<file path="src/rtl/snell_quotient_divider.sv">
// snell_quotient_divider
//   Sequential restoring divider for the Snell's-law datapath. It produces one
//   quotient bit per clock, MSB first, with a start/busy/done handshake.
//
// Ports:
//   clk         rising-edge clock
//   rst         synchronous, active-high reset
//   start       request a division (accepted in IDLE or DONE)
//   dividend    unsigned dividend, sampled with start
//   divisor     unsigned divisor, sampled with start
//   busy        high while iterating
//   done        one-cycle pulse; results valid from this cycle on
//   quotient    floor(dividend / divisor), all ones on divide-by-zero
//   remainder   dividend mod divisor, zero on divide-by-zero
//   div_by_zero set together with done when the latched divisor was 0
module snell_quotient_divider #(
    parameter int unsigned DVD_W = 13,
    parameter int unsigned DVS_W = 4
) (
    input  logic             clk,
    input  logic             rst,
    input  logic             start,
    input  logic [DVD_W-1:0] dividend,
    input  logic [DVS_W-1:0] divisor,
    output logic             busy,
    output logic             done,
    output logic [DVD_W-1:0] quotient,
    output logic [DVS_W-1:0] remainder,
    output logic             div_by_zero
);

    localparam int unsigned CntW = $clog2(DVD_W);

    typedef enum logic [1:0] {StIdle, StRun, StDone} state_e;

    state_e           state_q, state_d;
    logic [CntW-1:0]  cnt_q, cnt_d;
    logic [DVS_W:0]   prem_q, prem_d;
    logic [DVD_W-1:0] q_q, q_d;
    logic [DVD_W-1:0] dvd_q, dvd_d;
    logic [DVS_W-1:0] dvs_q, dvs_d;
    logic [DVD_W-1:0] quot_q, quot_d;
    logic [DVS_W-1:0] rem_q, rem_d;
    logic             dbz_q, dbz_d;

    // One restoring step. t carries the whole partial remainder; its top bit is
    // always zero because prem stays below the divisor between steps.
    logic [DVS_W+1:0] t;
    logic [DVS_W:0]   prem_upd;
    logic [DVD_W-1:0] q_upd;

    always_comb begin
        t        = {prem_q, dvd_q[cnt_q]};
        q_upd    = q_q;
        prem_upd = t[DVS_W:0];
        if (t >= {2'b00, dvs_q}) begin
            prem_upd     = (DVS_W+1)'(t - {2'b00, dvs_q});
            q_upd[cnt_q] = 1'b1;
        end else begin
            q_upd[cnt_q] = 1'b0;
        end
    end

    always_comb begin
        state_d = state_q;
        cnt_d   = cnt_q;
        prem_d  = prem_q;
        q_d     = q_q;
        dvd_d   = dvd_q;
        dvs_d   = dvs_q;
        quot_d  = quot_q;
        rem_d   = rem_q;
        dbz_d   = dbz_q;

        unique case (state_q)
            StIdle, StDone: begin
                state_d = StIdle;
                if (start) begin
                    dvd_d   = dividend;
                    dvs_d   = divisor;
                    prem_d  = '0;
                    q_d     = '0;
                    cnt_d   = CntW'(DVD_W - 1);
                    state_d = StRun;
                    // Divide by zero skips iteration and reports immediately.
                    if (divisor == '0) begin
                        state_d = StDone;
                        quot_d  = '1;
                        rem_d   = '0;
                        dbz_d   = 1'b1;
                    end
                end
            end
            StRun: begin
                prem_d = prem_upd;
                q_d    = q_upd;
                if (cnt_q == '0) begin
                    state_d = StDone;
                    quot_d  = q_upd;
                    rem_d   = prem_upd[DVS_W-1:0];
                    dbz_d   = 1'b0;
                end else begin
                    cnt_d = cnt_q - 1'b1;
                end
            end
            default: state_d = StIdle;
        endcase
    end

    always_ff @(posedge clk) begin
        if (rst) begin
            state_q <= StIdle;
            cnt_q   <= '0;
            prem_q  <= '0;
            q_q     <= '0;
            dvd_q   <= '0;
            dvs_q   <= '0;
            quot_q  <= '0;
            rem_q   <= '0;
            dbz_q   <= 1'b0;
        end else begin
            state_q <= state_d;
            cnt_q   <= cnt_d;
            prem_q  <= prem_d;
            q_q     <= q_d;
            dvd_q   <= dvd_d;
            dvs_q   <= dvs_d;
            quot_q  <= quot_d;
            rem_q   <= rem_d;
            dbz_q   <= dbz_d;
        end
    end

    assign busy        = (state_q == StRun);
    assign done        = (state_q == StDone);
    assign quotient    = quot_q;
    assign remainder   = rem_q;
    assign div_by_zero = dbz_q;

endmodule

</file>
<file path="config.mk">
export PLATFORM = sky130hd
export DESIGN_NAME = snell_quotient_divider
export DESIGN_NICKNAME = d
export VERILOG_FILES = /design/src/rtl/snell_quotient_divider.sv
export SDC_FILE = /design/constraint.sdc
export NUM_CORES = 1
export LEC_CHECK = 0
export ABC_AREA = 1
export BUFFER_PORTS_ARGS = -buffer_cell sky130_fd_sc_hd__buf_4
export CAP_MARGIN = 15
export CELL_PAD_IN_SITES_DETAIL_PLACEMENT = 1
export CELL_PAD_IN_SITES_GLOBAL_PLACEMENT = 2
export CORE_UTILIZATION = 34
export CTS_CLUSTER_DIAMETER = 30
export DETAILED_ROUTE_END_ITERATION = 16
export GPL_ROUTABILITY_DRIVEN = 0
export MAX_ROUTING_LAYER = met4
export PLACE_DENSITY_LB_ADDON = 0.1
export SETUP_SLACK_MARGIN = 0.2
export SKIP_LAST_GASP = 1
export SYNTH_ARGS = -nofsm -noshare
export SYNTH_HDL_FRONTEND = slang
export SYNTH_SLANG_ARGS = --single-unit
</file>
<file path="constraint.sdc">
create_clock -name clk -period 4.2 [get_ports clk]
set_input_delay 0.42 -clock clk [delete_from_list [all_inputs] [get_ports clk]]
set_output_delay 0.42 -clock clk [all_outputs]
set_load 0.005 [all_outputs]
</file>
# After elaboration in Yosys (flattened, before gate mapping)
# Cells that the tools add are included.
[word_totals]
regBits = 59
out_inout_bits = 20
latch_bits = 0
memories = 0
ram_bits = 0
romBits = 0
[classes]
eq_ne = 6
order_cmp = 3
add_sub_neg = 2
n_reduce_logical = 10
multipliers = 0
muxes = 29
shift = 0
bitwise_logic = 3
div = 0
[op_table]
columns = ["cell", "count"]
rows = [
  ["13-bit 2-to-1 mux", 5],
  ["13-bit one-hot mux with 2 select lines", 2],
  ["4-bit 2-to-1 mux", 5],
  ["4-bit one-hot mux with 2 select lines", 2],
  ["13-bit AND", 1],
  ["13-bit inverter", 1],
  ["13-bit OR", 1],
  ["5-bit 2-to-1 mux", 2],
  ["5-bit one-hot mux with 2 select lines", 1],
  ["4-bit logical NOT", 2],
  ["6-bit by 4-bit greater-or-equal comparator with 1-bit output", 1],
  ["2-bit 2-to-1 mux", 3],
  ["2-bit != test, second input constant", 3],
  ["4-bit by 5-bit less-than comparator with 1-bit output, second input constant", 1],
  ["1-bit 2-to-1 mux", 5],
  ["5-bit by 4-bit subtractor with 5-bit output", 1],
  ["1-bit binary-select mux with 4-bit select", 1],
  ["1-bit demux with 4-bit select", 1],
  ["4-bit by 1-bit greater-or-equal comparator with 1-bit output, second input constant", 1],
  ["2-bit one-hot mux with 2 select lines", 1],
  ["2-bit AND reduction", 2],
  ["4-bit AND reduction", 1],
  ["4-bit by 1-bit subtractor with 4-bit output, second input constant", 1],
  ["3-bit AND reduction", 1],
  ["other kinds (8)", 8],
]

# Longest topological paths before layout
# Gate-level depths: netlist (run 1).
[depth]
depth_word = 9
depth_mapped = 19
depth_no_buf = 18

# Least setup slack after synthesis (run 1)
# No wires, ideal clock.
[synth_timing]
path_type = "register to register"
from = "reg cnt_q[0]"
to = "reg q_q[10]"
synth_period_minus_slack_ns = 2.593
setup_slack_ns = 1.607
setup_ns = 0.070
stages_incl_launch_ff = 20
required_time_ns = 4.130
t_arrival_ns = 2.523
cell_sequence = "dfxtp_1 buf_4 clkinv_1 nand2_1 nand3_1 nand2_1 nand2_1 nand2_1 inv_1 and2_1 ha_1 fa_1 inv_1 nand3_1 nand3_2 buf_4 nand3_1 nand2_1 nand2_1 a21oi_1"
[synth_between]
elab_chain_cells = 8
[synth_lines]
columns = ["element", "line_no", "source"]
rows = [
  ["start: declaration", "37", "logic [CntW-1:0] cnt_q, cnt_d;"],
  ["start signal: assignment", "123", "cnt_q <= cnt_d;"],
  ["branches (longest 6 deep; another with 6-bit by 4-bit greater-or-equal comparator with 1-bit output)", "--", ""],
  ["13-bit 2-to-1 mux (*)", "56", "if (t >= {2'b00, dvs_q}) begin"],
  ["13-bit one-hot mux with 2 select lines (*)", "75", "unique case (state_q)"],
  ["end signal: assignment", "125", "q_q <= q_d;"],
  ["end: declaration", "39", "logic [DVD_W-1:0] q_q, q_d;"],
]
# Mark *: on every way between the ends. The select of a mux whose other input is x is not followed.
# A chain may end at the register's enable or synchronous reset.

# Worst setup path after layout (run 1)
[layout_timing]
from = "reg cnt_q[0]"
to = "reg q_q[12]"
# The elaborated chain is that of the path after synthesis.

==> metrics, run 1 <==
WP data required ~4.5 ns; initial antenna violation count 0; Setup violations, final 0; area occupied by multi-input gates between 1000 and 1500 um2; # nets final 459; min Tclk post-route about 3.4 ns; htree depth 3; die width a little over 90 um; Hold Vio Cnt, Final 0; Startpoint Class flip-flop; Final Cycle Share 0.801; CTS sink count 58; WL/cell 14.0 um; post-route ant nets 0; first-pass GRT wire length 12.7 mm; Synth Instances between 300 and 400; area grow syn2layout 19.3%; GR met2 Demand/Resource 0.321; clock latency on the worst-skew pair between 0.3 and 0.4 ns; TNS Setup 0 ns; Synth Register Bits slightly below 60; Max-slew headroom 0.671; Pre-Repair DR Iteration Count 4; row count 32; PortBufs 39; Distinct cells, synth 32; Antenna diodes 0; filler cell count 1009; Core Area a little under 8000 um2; FF-to-FF setup slack between 0.8 and 0.9 ns; PD cells between 400 and 500 nW/um2; Crit Path Max Fanout 18; drt initial violations 63; Core Util, Final 0.428; I/O pins 40; Root Driver clkbuf_8; max_cap viols 0; Seq/Total Area, Yosys 0.411; clock buffer depth 2; RSZ-0062 raised after global routing false; net count after synthesis between 400 and 500; Post CTS Setup Buffer Count 0; via count between 2000 and 3000; drt via density about 4.9; final setup skew 0.00597 ns; crit path DAT approximately 3.6 ns; Num CTS Buffers 9; Die Ht between 90 and 100 um; global routing usage on met3 0.0390; Worst VDD drop approximately 0.19 mV; Clock transition at path regs 0.07 ns; CTS tree yes; largest net degree at the start of global routing 34; Slew @ Worst Pin 0.492 ns; GR peak layer met2; WS Path Type flip-flop to flip-flop; Reg area roughly 1200 um2; Cell Area, Synth around 2800 um2; number of gates resized after CTS 0; status finished clean; CP endpoint kind flip-flop; Avg Inst Size Synth 7.19 um2; Initial Util 0.358; DRC viols 0; max frequency roughly 0.30 GHz; grt total ovfl 0; vias in the first global route 2600; worst min path class input port to flip-flop; Pleak around 1.6 nW; hpwl dp about 5.6 mm; drt total wl approximately 7.5 mm; Yosys Warn Count 0; Global Route Usage Sum 0.196; Final Slew Violations 0; die footprint approximately 8700 um2; layout cell share with drive strength beyond 1 0.161; global-route met1 utilization 0.240; hold_buf cts 0
==> worst max-delay path, stage by stage (launching register included) <==
cell and delay [ns]:
dfxtp_1 0.54, clkinv_1 0.37, nand2_1 0.17, nand3_1 0.09
nand2_1 0.07, nand2_1 0.05, nand2_1 0.07, inv_1 0.05
and2_1 0.13, ha_1 0.20, fa_1 0.41, inv_1 0.09
nand3_1 0.09, nand3_2 0.29, inv_1 0.15, o21ai_0 0.27
o211ai_1 0.15, nor2_1 0.11
==> kinds of logic (layout without fill, tap and decap cells) <==
logic type                 Yosys count  count (layout)  share of synthesized area
and+or+nand+nor                    149             149                      0.229
xor gates and xnor gates             2               2                    0.00620
AOI/OAI and AO/OA                  100             100                      0.197
adders and majority gates           10              10                     0.0469
buffers and inverters               74             115                      0.110
DFF                                 58              58                      0.411
==> path summary, 6_finish.rpt <==
path | start | endpoint | cells after the start
max | cnt_q[0] | q_q[12] | 17
min | dividend[4] | dvd_q[4] | 3
max reg2reg | cnt_q[0] | q_q[12] | 17
min reg2reg | dvd_q[11] | dvd_q[11] | 2
==> cell type report <==
cell class	instances	share of cell area
Clock buffer	11	0.0449
Clock inverter	5	0.0156
Inverter	58	0.0645
Multi-Input combinational cell	261	0.402
Sequential cell	58	0.344
Tap cell	102	0.0378
Timing Repair Buffer	41	0.0912
==> metrics by stage <==
| step | cells | hold slack, ns | cell area, um2 | setup WS [ns] | power, mW |
|---|---|---|---|---|---|
| 6_report | 536 | 0.332 | 3370 | 0.835 | 1.52 |
| 5_1_grt | 536 | 0.332 | 3370 | 0.490 | 1.61 |
| 4_1_cts | 536 | 0.324 | 3370 | 0.846 | 1.54 |
| 3_5_place_dp | 520 | 0.449 | 3170 | 0.904 | 1.00 |
| 3_3_place_gp | 520 | 0.449 | 3170 | 1.11 | 0.990 |
| 2_1_floorplan | 393 | 0.429 | 2830 | 1.61 | 0.890 |
==> layout by cell type (no fill, tap or decap), types with 2 or more instances in the layout <==
master and instances:
nor2_1 32, nand3b_1 2, clkinv_1 2, nand3_2 3
nor2_4 2, a31oi_1 2, inv_1 52, dfxtp_1 58
o211ai_1 7, clkinv_2 3, o21ai_0 33, nand3_1 28
a21oi_1 34, inv_2 4, o21ai_1 10, clkbuf_8 11
ha_1 9, o21a_1 12, nand2_1 77, buf_4 41
==> registers in the layout, indices dropped and copies added, names as in the netlist <==
name         cells
remainder        4
dvd_q           13
dvs_q            4
q_q             12
prem_q           5
cnt_q            4
div_by_zero      1
quotient        13
state_q          2
==> where the power goes <==
part           internal [mW]  total [mW]  switching, mW
Sequential             0.595       0.629         0.0334
Combinational          0.129       0.356          0.228
Clock                  0.303       0.533          0.230
==> layer usage <==
| layer | part of all wire | vias up |
|---|---|---|
| met5 | 0 | - |
| met4 | 0.013 | 0 |
| met3 | 0.025 | 8 |
| met2 | 0.47 | 36 |
| met1 | 0.50 | 1224 |
| li1 | - | 1339 |
==> cells in the mapped netlist (all sizes together) <==
master | instances | area (um2)
a21oi | 35 | 179
a31oi | 2 | 12.5
and2 | 1 | 6.26
buf | 8 | 62.6
clkbuf | 8 | 30.0
clkinv | 2 | 7.51
dfxtp | 58 | 1160
fa | 1 | 20.0
ha | 9 | 113
inv | 56 | 210
nand2 | 78 | 295
nand3 | 31 | 170
nand3b | 2 | 15.0
nand4 | 1 | 6.26
nor2 | 35 | 149
nor3 | 1 | 5.00
o211ai | 7 | 52.6
o21a | 12 | 90.1
o21ai | 44 | 224
xnor2 | 1 | 8.76
xor2 | 1 | 8.76
Note: power is estimated with default switching activity, not from simulation.
==> inputs of run 2 (changes only) <==
ABC_AREA = 0   (was 1)
CORE_UTILIZATION = 30   (was 34)
clock period = 2.8 ns   (was 4.2 ns; I/O delays follow)
==> metrics, run 2 <==
Global Route Usage Sum 0.177; Die Ht around 97 um; # nets final about 420; Cell Area, Synth roughly 2700 um2; WP data required about 3.1 ns; post-route ant nets 0; drt via density between 5 and 6; Slew @ Worst Pin approximately 0.91 ns; Setup violations, final 0; WS Path Type flip-flop to flip-flop; drt total wl roughly 7.7 mm; PortBufs 39; CTS sink count just under 60; commonest cells in the netlist nand2_1, dfxtp_1, a21oi_1; RR Startpoint cnt_q[3]; Initial Util 0.312; min Tclk post-route 2.72 ns; PD cells between 600 and 700 nW/um2; first-pass GRT wire length around 13 mm; net count after synthesis around 380; hold wc startpoint dividend[7]; final setup skew 0.0103 ns; ys async rst share 0; Seq/Total Area, Yosys 0.425; Synth Register Bits slightly below 60; Distinct cells, synth 44; Startpoint Class flip-flop; I/O pins 40; DRC viols 0; post-synth top area cell dfxtp_1; worst min path class input port to flip-flop; WL/cell between 15 and 20 um; row count 34; layout cell share with drive strength beyond 1 0.275; Core Area 8760 um2; vias in the first global route approximately 2600; DP Area approximately 3200 um2; overall power between 2 and 2.5 mW; commonest cells after routing, fill and taps aside nand2_1, buf_4, dfxtp_1, a21oi_1, nor2_1; most instantiated library cell after synthesis nand2_1; Worst Hold End dvd_q[7]; die footprint approximately 9500 um2; share of the synthesized area in the top cell type 0.425; max_cap viols 0; Worst VDD drop roughly 0.26 mV; hpwl dp between 5 and 6 mm; WHS Path Cells 3; RR Endpoint remainder[0]; initial antenna violation count 0; Pleak about 1.4 nW; FF-to-FF path depth 12; FF-to-FF setup slack between 0.07 and 0.08 ns; Synth area leaders dfxtp_1, nand2_1, a21oi_1; commonest non-fill, non-tap cell in the layout nand2_1; clock latency on the worst-skew pair 0.33 ns; drt initial violations 69; post-route setup slack 0.0783 ns; Antenna diodes 0; Hold Vio Cnt, Final 0; CTS tree yes; Final Cycle Share 0.972; Synth Instances ~350; EDFF count, synth 0; Crit Path Max Fanout 7; Most used DFF post-synth dfxtp_1; largest net degree at the start of global routing around 50; die width ~100 um; max frequency ~0.37 GHz; pre-CTS WS -0.189 ns; Num CTS Buffers 9; htree depth 3; Pre-Repair DR Iteration Count 6; Avg Inst Size Synth 7.90 um2; Final Slew Violations 0; CP endpoint kind flip-flop; grt total ovfl 0; clock buffer depth 2; Max-slew headroom 0.392; Clock transition at path regs around 0.060 ns; area grow syn2layout 29.2%; RSZ-0062 raised after global routing true; Yosys Warn Count 0; via count about 2600; status finished clean; crit path DAT just under 3 ns; Root Driver clkbuf_8; final instance area 3530 um2
==> run 2: cell count changes in the layout (fill, tap and decap cells not counted), sizes merged, moves of 7 or more <==
| cell | previous run | this run |
|---|---|---|
| a311oi | 0 | 9 |
| o211ai | 7 | 0 |
| nand2b | 0 | 7 |
| o21a | 12 | 0 |
| o21ai | 44 | 28 |
| buf | 41 | 64 |
| nand2 | 78 | 64 |
| nor2 | 35 | 26 |
| nand3 | 31 | 16 |
| inv | 56 | 7 |
| a21oi | 35 | 44 |
==> run 2: routing by layer <==
layer	up-vias	routed length, um	global-route usage
li1	1299	-	-
met1	1243	3640	0.215
met2	30	3730	0.294
met3	8	195	0.0388
met4	0	93	0.0543
met5	-	0	-
==> run 2: worst max-delay path, cell delays in order (launching register included) <==
cell and delay [ns]:
dfxtp_4 0.41, mux2_4 0.32, nand3_2 0.07, o311a_1 0.20
or2_1 0.14, ha_2 0.19, fa_2 0.21, nand2b_4 0.13
a21oi_4 0.06, or2_4 0.26, buf_8 0.14, or4_1 0.40
a21oi_1 0.13
==> run 2: power by group <==
part	switching [mW]	internal [mW]
registers	0.0476	0.890
logic	0.374	0.340
clock network	0.328	0.428
total	0.749	1.66
==> run 2: what timing repair did <==
item | in CTS | in global routing
buffers inserted | 4 | 1
hold buffers | 0 | 0
setup endpoints to repair | 31 | 32
pin swaps | 7 | 3
gates resized for setup | 16 | 11
==> run 2: per-stage QoR <==
stage / utilization / hold slack, ns / cells / TNS (ns)
3_5_place_dp: 0.366 / 0.441 / 484 / -1.50
6_report: 0.403 / 0.190 / 504 / 0
4_1_cts: 0.398 / 0.178 / 503 / 0
3_3_place_gp: 0.366 / 0.443 / 484 / 0
2_1_floorplan: - / 0.416 / 346 / 0
5_1_grt: 0.403 / 0.188 / 504 / -0.192
==> run 2: how the worst max path moves through the flow <==
stage | startpoint | to | slack [ns] | depth (start not counted)
6_report | cnt_q[3] | remainder[0] | 0.08 | 12
5_1_grt | cnt_q[3] | remainder[0] | -0.06 | 12
4_1_cts | cnt_q[3] | remainder[0] | 0.06 | 12
3_5_place_dp | cnt_q[3] | remainder[0] | -0.19 | 12
3_3_place_gp | cnt_q[3] | remainder[0] | 0.02 | 12
2_1_floorplan | cnt_q[0] | quotient[2] | 0.1 | 14
==> run 2: layout make-up <==
class / instances / area, um2
Multi-Input combinational cell: 252 / 1510
Tap cell: 108 / 135
Clock buffer: 12 / 145
Clock inverter: 3 / 40.0
Timing Repair Buffer: 64 / 508
Fill cell: 1068 / 5230
Sequential cell: 58 / 1170
Inverter: 7 / 26.3
==> run 2: cell families (layout without fill, tap and decap cells) <==
family | after synthesis | in the layout | share of synthesized area
AO/OA/AOI/OAI | 97 | 97 | 0.206
flip-flops | 58 | 58 | 0.425
multiplexers | 6 | 6 | 0.0224
buffers and inverters | 36 | 86 | 0.0604
AND/OR/NAND/NOR | 135 | 135 | 0.226
XOR/XNOR | 4 | 4 | 0.0128
adder cells (fa/ha/maj) | 10 | 10 | 0.0485
